**config.mk**
```make
export PLATFORM = sky130hd
export DESIGN_NAME = ascii_line_buffer
export DESIGN_NICKNAME = d
export VERILOG_FILES = /design/src/rtl/ascii_line_buffer.sv
export SDC_FILE = /design/constraint.sdc
export NUM_CORES = 1
export LEC_CHECK = 0
export BUFFER_PORTS_ARGS = -buffer_cell sky130_fd_sc_hd__buf_2
export CORE_ASPECT_RATIO = 1.75
export CORE_MARGIN = 3
export CORE_UTILIZATION = 35
export DETAILED_ROUTE_END_ITERATION = 7
export PLACE_DENSITY = 0.6
export SETUP_SLACK_MARGIN = 0.4
export SLEW_MARGIN = 40
export SYNTH_ARGS = -nofsm -noshare
export SYNTH_HDL_FRONTEND = slang
export SYNTH_SLANG_ARGS = --single-unit
```
**constraint.sdc**
```tcl
create_clock -name clk -period 7.9 [get_ports clk]
set_input_delay 0.79 -clock clk [delete_from_list [all_inputs] [get_ports clk]]
set_output_delay 0.79 -clock clk [all_outputs]
set_load 0.05 [all_outputs]
```
**src/rtl/ascii_line_buffer.sv**
```systemverilog
// ascii_line_buffer: collects typed characters into an edit line, exposes the
// newest WIN characters for display, and drains a committed line over a
// valid/ready port.
module ascii_line_buffer #(
    parameter int unsigned DEPTH = 16,
    parameter int unsigned WIN   = 2
) (
    input  logic                       clk,
    input  logic                       rst,
    input  logic [7:0]                 ascii_data,
    input  logic                       ascii_data_stb,
    output logic [7:0]                 rd_data,
    output logic                       rd_valid,
    input  logic                       rd_ready,
    output logic [$clog2(DEPTH+1)-1:0] count,
    output logic [8*WIN-1:0]           disp_word,
    output logic                       ovf_stb,
    output logic                       busy_stb,
    output logic                       line_done_stb
);

    localparam int unsigned CW = $clog2(DEPTH + 1);
    localparam int unsigned AW = $clog2(DEPTH);
    localparam int unsigned DW = 8 * WIN;

    localparam logic [7:0] CODE_BS = 8'h08;
    localparam logic [7:0] CODE_CR = 8'h0D;

    typedef enum logic {
        EDIT  = 1'b0,
        DRAIN = 1'b1
    } state_t;

    state_t        state_q, state_d;
    logic [CW-1:0] count_q, count_d;
    logic [AW-1:0] rd_ptr_q, rd_ptr_d;
    logic          rd_valid_q, rd_valid_d;
    logic [7:0]    rd_data_q, rd_data_d;
    logic [DW-1:0] disp_q, disp_d;
    logic          ovf_q, ovf_d;
    logic          busy_q, busy_d;

    logic [7:0]    mem_q [DEPTH];
    logic          mem_we;
    logic [AW-1:0] mem_wa;
    logic [7:0]    mem_wd;

    logic          last_c;
    logic [AW-1:0] top_idx_c;

    // Final character of the committed line is at the read pointer.
    assign last_c    = (CW'(rd_ptr_q) == (count_q - CW'(1)));
    // Character that scrolls back into the oldest display slot on backspace.
    assign top_idx_c = AW'(count_q - CW'(WIN + 1));

    // Next-state, datapath and strobe logic.
    always_comb begin
        state_d    = state_q;
        count_d    = count_q;
        rd_ptr_d   = rd_ptr_q;
        rd_valid_d = rd_valid_q;
        rd_data_d  = rd_data_q;
        disp_d     = disp_q;
        ovf_d      = 1'b0;
        busy_d     = 1'b0;
        mem_we     = 1'b0;
        mem_wa     = AW'(count_q);
        mem_wd     = ascii_data;

        case (state_q)
            EDIT: begin
                if (ascii_data_stb) begin
                    if (ascii_data == CODE_BS) begin
                        if (count_q != '0) begin
                            count_d = count_q - CW'(1);
                            disp_d  = disp_q >> 8;
                            if (count_q > CW'(WIN)) begin
                                disp_d = disp_d | (DW'(mem_q[top_idx_c]) << (DW - 8));
                            end
                        end
                    end else if (ascii_data == CODE_CR) begin
                        if (count_q != '0) begin
                            state_d    = DRAIN;
                            rd_ptr_d   = '0;
                            rd_valid_d = 1'b1;
                            rd_data_d  = mem_q[AW'(0)];
                        end
                    end else if (count_q < CW'(DEPTH)) begin
                        mem_we  = 1'b1;
                        count_d = count_q + CW'(1);
                        disp_d  = (disp_q << 8) | DW'(ascii_data);
                    end else begin
                        ovf_d = 1'b1;
                    end
                end
            end
            DRAIN: begin
                if (ascii_data_stb) begin
                    busy_d = 1'b1;
                end
                if (rd_ready) begin
                    if (last_c) begin
                        state_d    = EDIT;
                        count_d    = '0;
                        rd_ptr_d   = '0;
                        rd_valid_d = 1'b0;
                        disp_d     = '0;
                    end else begin
                        rd_ptr_d  = rd_ptr_q + AW'(1);
                        rd_data_d = mem_q[rd_ptr_q + AW'(1)];
                    end
                end
            end
            default: begin
                state_d = EDIT;
            end
        endcase
    end

    // Control and output registers.
    always_ff @(posedge clk or posedge rst) begin
        if (rst) begin
            state_q    <= EDIT;
            count_q    <= '0;
            rd_ptr_q   <= '0;
            rd_valid_q <= 1'b0;
            rd_data_q  <= '0;
            disp_q     <= '0;
            ovf_q      <= 1'b0;
            busy_q     <= 1'b0;
        end else begin
            state_q    <= state_d;
            count_q    <= count_d;
            rd_ptr_q   <= rd_ptr_d;
            rd_valid_q <= rd_valid_d;
            rd_data_q  <= rd_data_d;
            disp_q     <= disp_d;
            ovf_q      <= ovf_d;
            busy_q     <= busy_d;
        end
    end

    // Line storage; contents survive reset since count bounds what is visible.
    always_ff @(posedge clk) begin
        if (mem_we) begin
            mem_q[mem_wa] <= mem_wd;
        end
    end

    assign rd_data       = rd_data_q;
    assign rd_valid      = rd_valid_q;
    assign count         = count_q;
    assign disp_word     = disp_q;
    assign ovf_stb       = ovf_q;
    assign busy_stb      = busy_q;
    assign line_done_stb = rd_valid_q & rd_ready & last_c;

endmodule

```
==> summary.txt, run 1 <==
Antenna Cells -> 0
CP required -> 7.11 ns
Slew HR -> 46.37%
drt drc -> 0
input/output buffers -> 44
PwrDens -> 421.0 nW/µm²
CTS tree -> done
Post-CTS Setup Inserts -> 0
share of post-route cells with drive strength above 1 -> 34.49%
most used flip-flop cell after synthesis -> edfxtp_1
timing-limited maximum frequency -> 0.2844 GHz
status -> complete, no violations
most used cell, CP -> and3_1
Final TNS setup -> 0 ns
clk slew on worst S/H paths -> 0.07 ns
crit path DAT -> 2.73 ns
cell family with most CP delay -> simple AND/OR/NAND/NOR gates
yosys warns -> 0
Tmin final -> 3.516 ns
Slew Viols, Final -> 0
register area share after synthesis -> 58.82%
Worst Max-Slew Pin Slew -> 0.8015 ns
vias per std cell -> 5.666
Die Span X -> 121.1 µm
clk buf depth -> 2
first-pass GRT wire length -> 33.25 mm
dominant cells by area after synthesis -> edfxtp_1, mux4_2, dfrtp_1, mux2i_1, mux2_2
remaining global-route overflow -> 0
hold_ws -> 0.4455 ns
Num CTS Buffers -> 17
asr flop ratio synth -> 22.42%
cell count after synthesis -> 520
Syn Std Cell Area -> 8109 µm²
die area -> 25100 µm²
starting density of the core -> 35.65%
via count -> 4952
Clock Skew -> 0.01479 ns
Resize count post-CTS -> 0
Clk Latency, worst-skew pair -> 0.44 ns
vias in the first global route -> 5479
antenna violations before repair -> 0
Synth top area share -> 47.40%
most frequent cells in the layout -> edfxtp_1, mux4_2, nand2_1, buf_2, dfrtp_1
final setup violation count -> 0
WP buf/inv -> 2
NumNets Final -> 578
area grow syn2layout -> 14.33%
Post-Syn Nets -> 537
# H-tree levels -> 4
CTS sink count -> 165
crit path launch type -> flop
final WL -> 21.77 mm
I/O Pins -> 45
gpl congestion -> 0.9491
count of different cell masters after synthesis -> 51
Max-Cap Viols -> 0
Yosys reg bits -> 165
worst IR drop on VDD -> 0.2418 mV
gr usage total -> 17.99%
post-route ant nets -> 0
slowest CP cell -> dfrtp_1
commonest non-fill, non-tap cell in the layout -> edfxtp_1
RSZ-0062 raised after global routing -> no
Crit Path Max Fanout -> 8
critical path endpoint category -> output port
Min-Delay Path Class -> in2async
drt initial violations -> 414
largest net degree at the start of global routing -> 40
Fin. Hold Viols -> 0
core outline area -> 22740 µm²
Synth Area per Inst -> 15.59 µm²
HPWL after DPL -> 15.37 mm
root buf cell -> clkbuf_16
# rows -> 73
max incr delay on CP -> 0.53 ns
period utilization -> 44.50%
area leader, netlist -> edfxtp_1
Leakage -> 0.003186 µW
Initial DRT Pass Iterations -> 4
drt wl/cell -> 24.91 µm
Post-synth EDFFs -> 128
Hold-fix buffers, CTS -> 0
Setup CP Type -> reg2out
chip height -> 207.4 µm
crit path cell chain -> inv_1 -> ha_1 -> xor3_1 -> nor3_1 -> and3_1 -> and3_1 -> buf_2
[registers in the layout, indices dropped and copies added, names as in the netlist]
name / cells
rd_valid: 1
state_q: 1
busy_stb: 1
rd_ptr_q: 4
disp_word: 16
ovf_stb: 1
mem_q: 128
rd_data: 8
count: 5
[area by class of cell]
class / instances / area (µm²)
Clock inverter: 15 / 171.4
Inverter: 6 / 22.52
Sequential cell: 165 / 4775
Timing Repair Buffer: 55 / 302.8
Fill cell: 2017 / 13470
Multi-Input combinational cell: 316 / 3199
Tap cell: 300 / 375.4
Clock buffer: 17 / 425.4
[per-layer routing]
layer	wire, µm	GRT usage, %	vias up	share of wire, %
met3	743	2.863	63	3.4
met5	0	0	-	0
met2	12120	31.96	161	56
li1	-	-	2161	-
met4	1386	12.64	0	6.4
met1	7521	18.97	2567	35
[worst register-to-register path, delay by kind of cell (launching register included)]
family	cells	cell delay (ns)
XOR/XNOR	1	0.59
flip-flops	1	0.40
buffers and inverters	2	0.73
adder cells (fa/ha/maj)	1	0.46
AND/OR/NAND/NOR	1	0.17
AO/OA/AOI/OAI	1	0.07
multiplexers	2	0.62
[per-stage QoR]
stage	power [µW]	std cells	instance area [µm²]	worst slack, ns	utilization [%]
detailed placement	3084	842	8662	4.657	38.09
finish	3903	874	9271	4.384	40.77
floorplan	2517	520	8109	4.189	-
global route	4063	874	9271	4.211	40.77
global placement	3064	842	8640	4.562	37.99
CTS	3925	874	9259	4.282	40.71
[power breakdown]
group          total (µW)  switching [µW]  internal [µW]
Combinational        1900            1160            737
Clock                 836             362            474
Sequential           1160             128           1040
Total                3900            1660           2250
[final timing paths]
check	startpoint	end	slack (ns)	depth (start not counted)
setup / recovery	count[1]	line_done_stb	4.38	7
hold / removal	rst	disp_word[6]	0.45	3
setup reg to reg	count[0]	disp_word[11]	4.72	8
hold reg to reg	rd_valid	rd_valid	0.53	1
max in group asynchronous	rst	rd_ptr_q[0]	7.06	3
min in group clk	rd_valid	rd_valid	0.53	1
[cell families after synthesis]
group	Yosys count	share of synthesized area, %
mux	103	22.62
xor+xnor	13	1.589
fa+ha+maj	5	0.7715
simple gates	128	8.301
compound gates	67	5.586
flops	165	58.82
buf+inv	39	2.314
[synth_stat cells, drive strengths merged, types with 2 or more instances]
cell,count
a21o,2
a21oi,18
a22oi,8
a2bb2oi,8
a31oi,18
and2,4
and3,3
and4b,3
buf,20
clkbuf,13
dfrtp,37
edfxtp,128
ha,5
inv,5
mux2,19
mux2i,22
mux4,62
nand2,44
nand2b,4
nand3,7
nor2,28
nor3,16
nor3b,2
nor4b,3
or2,9
xnor2,8
xor2,4
(Power assumes the default switching activity.)
==> inputs of run 2 (changes only) <==
==> constraint.sdc (replaced) <==
create_clock -name clk -period 3.3 [get_ports clk]
set_input_delay 0.33 -clock clk [delete_from_list [all_inputs] [get_ports clk]]
set_output_delay 0.33 -clock clk [all_outputs]
set_load 0.05 [all_outputs]
==> summary.txt, run 2 (same netlist as run 1, synthesis figures left out) <==
max incr delay on CP -> 0.47 ns
hold_ws -> 0.1796 ns
final setup violation count -> 0
final WL -> 21.70 mm
commonest non-fill, non-tap cell in the layout -> edfxtp_1
clock network fraction of total power -> 21.4%
Net Sw Power -> 3876 µW
Leakage -> 0.003321 µW
die area -> 25100 µm²
clk slew on worst S/H paths -> 0.07 ns
vias in the first global route -> 5561
Setup CP Type -> reg2out
Largest Register -> mem_q
Initial DRT Pass Iterations -> 5
reg2reg setup slack -> 0.77 ns
Slew HR -> 49.08%
clk buf depth -> 2
Slew Viols, Final -> 0
Antenna Cells -> 0
critical path endpoint category -> output port
slowest CP cell -> dfrtp_2
Sw Share -> 41.21%
CTS tree -> done
Max-Cap Viols -> 0
CTS sink count -> 165
core outline area -> 22740 µm²
gpl congestion -> 0.9088
share of post-route cells with drive strength above 1 -> 35.89%
Num CTS Buffers -> 17
drt drc -> 0
worst IR drop on VDD -> 0.4588 mV
CP required -> 2.97 ns
post-route ant nets -> 0
internal power -> 5530 µW
input/output buffers -> 44
starting density of the core -> 35.65%
via count -> 5025
RSZ-0062 raised after global routing -> no
Min-Delay Path Class -> in2reg
largest net degree at the start of global routing -> 36
Util after Layout -> 41.67%
cell family with most CP delay -> simple AND/OR/NAND/NOR gates
Crit Path Max Fanout -> 8
crit path DAT -> 2.44 ns
NumNets Final -> 603
area grow syn2layout -> 16.86%
period utilization -> 83.80%
timing-limited maximum frequency -> 0.3616 GHz
Worst Max-Slew Pin Slew -> 0.7586 ns
crit path cell chain -> inv_1 -> ha_2 -> xor3_1 -> nor3_2 -> and3_1 -> and3_2 -> clkbuf_4
Placed Cells -> 866
remaining global-route overflow -> 0
antenna violations before repair -> 0
PwrDens -> 992.6 nW/µm²
drt wl/cell -> 24.13 µm
I/O Pins -> 45
Fin. Hold Viols -> 0
most frequent cells in the layout -> edfxtp_1, mux4_2, nand2_1
# rows -> 73
Tmin final -> 2.765 ns
WP buf/inv -> 2
gr usage total -> 18.08%
Clk Latency, worst-skew pair -> 0.43 ns
crit path launch type -> flop
Layout Cells excl Fill -> 899
Reg power frac -> 28.9%
Gate power share -> 49.7%
Final TNS setup -> 0 ns
status -> complete, no violations
fillcell total -> 2014
Die Span X -> 121.1 µm
chip height -> 207.4 µm
drt initial violations -> 488
vias per std cell -> 5.590
# H-tree levels -> 4
first-pass GRT wire length -> 33.73 mm
HPWL after DPL -> 15.54 mm
Clock Skew -> 0.009654 ns
root buf cell -> clkbuf_16
max FFs per register -> 128
run 2: power by group through the flow:
stage / Combinational (µW) / Sequential, µW / Clock, µW
CTS: 4660 / 2720 / 2050
finish: 4670 / 2720 / 2020
global placement: 4600 / 2750 / 0
detailed placement: 4630 / 2750 / 0
global route: 4930 / 2750 / 2140
floorplan: 2730 / 3310 / 0
run 2: worst paths after layout:
kind                                     start            end  depth (start not counted)
worst min-delay path            ascii_data_stb       busy_stb                          2
min in group asynchronous                  rst   disp_word[7]                          3
worst max register to register        count[0]  disp_word[13]                          8
worst min register to register        rd_valid       rd_valid                          1
worst max-delay path                  count[1]  line_done_stb                          7
max in group asynchronous                  rst    rd_ptr_q[0]                          4
run 2: layout make-up:
| class | instances | area [µm²] | share of cell area (%) |
|---|---|---|---|
| Inverter | 6 | 22.52 | 0.2377 |
| Clock buffer | 17 | 425.4 | 4.489 |
| Timing Repair Buffer | 80 | 511.7 | 5.400 |
| Tap cell | 300 | 375.4 | 3.961 |
| Clock inverter | 15 | 176.4 | 1.862 |
| Multi-Input combinational cell | 316 | 3192 | 33.68 |
| Sequential cell | 165 | 4773 | 50.37 |
run 2: timing repair:
item | 4_1_cts | 5_1_grt
gates resized for setup | 3 | 7
buffers inserted | 0 | 0
endpoints found under the hold margin | 23 | 0
endpoints found under the setup margin | 1 | 1
hold buffers | 1 | 0
run 2: per-stage QoR:
stage	power (µW)	setup WS [ns]	cell area, µm²
2_1_floorplan	6039	0.4210	8120
3_5_place_dp	7382	0.5864	8821
3_3_place_gp	7350	0.6760	8821
4_1_cts	9428	0.4114	9442
6_report	9407	0.5347	9477
5_1_grt	9810	0.3795	9477
run 2: routing by layer:
layer | global-route usage, % | vias to the layer above | wire length [µm]
met3 | 2.372 | 60 | 875
met5 | 0 | - | 0
met1 | 19.42 | 2555 | 7569
met4 | 11.03 | 0 | 1267
li1 | - | 2207 | -
met2 | 32.90 | 203 | 11980
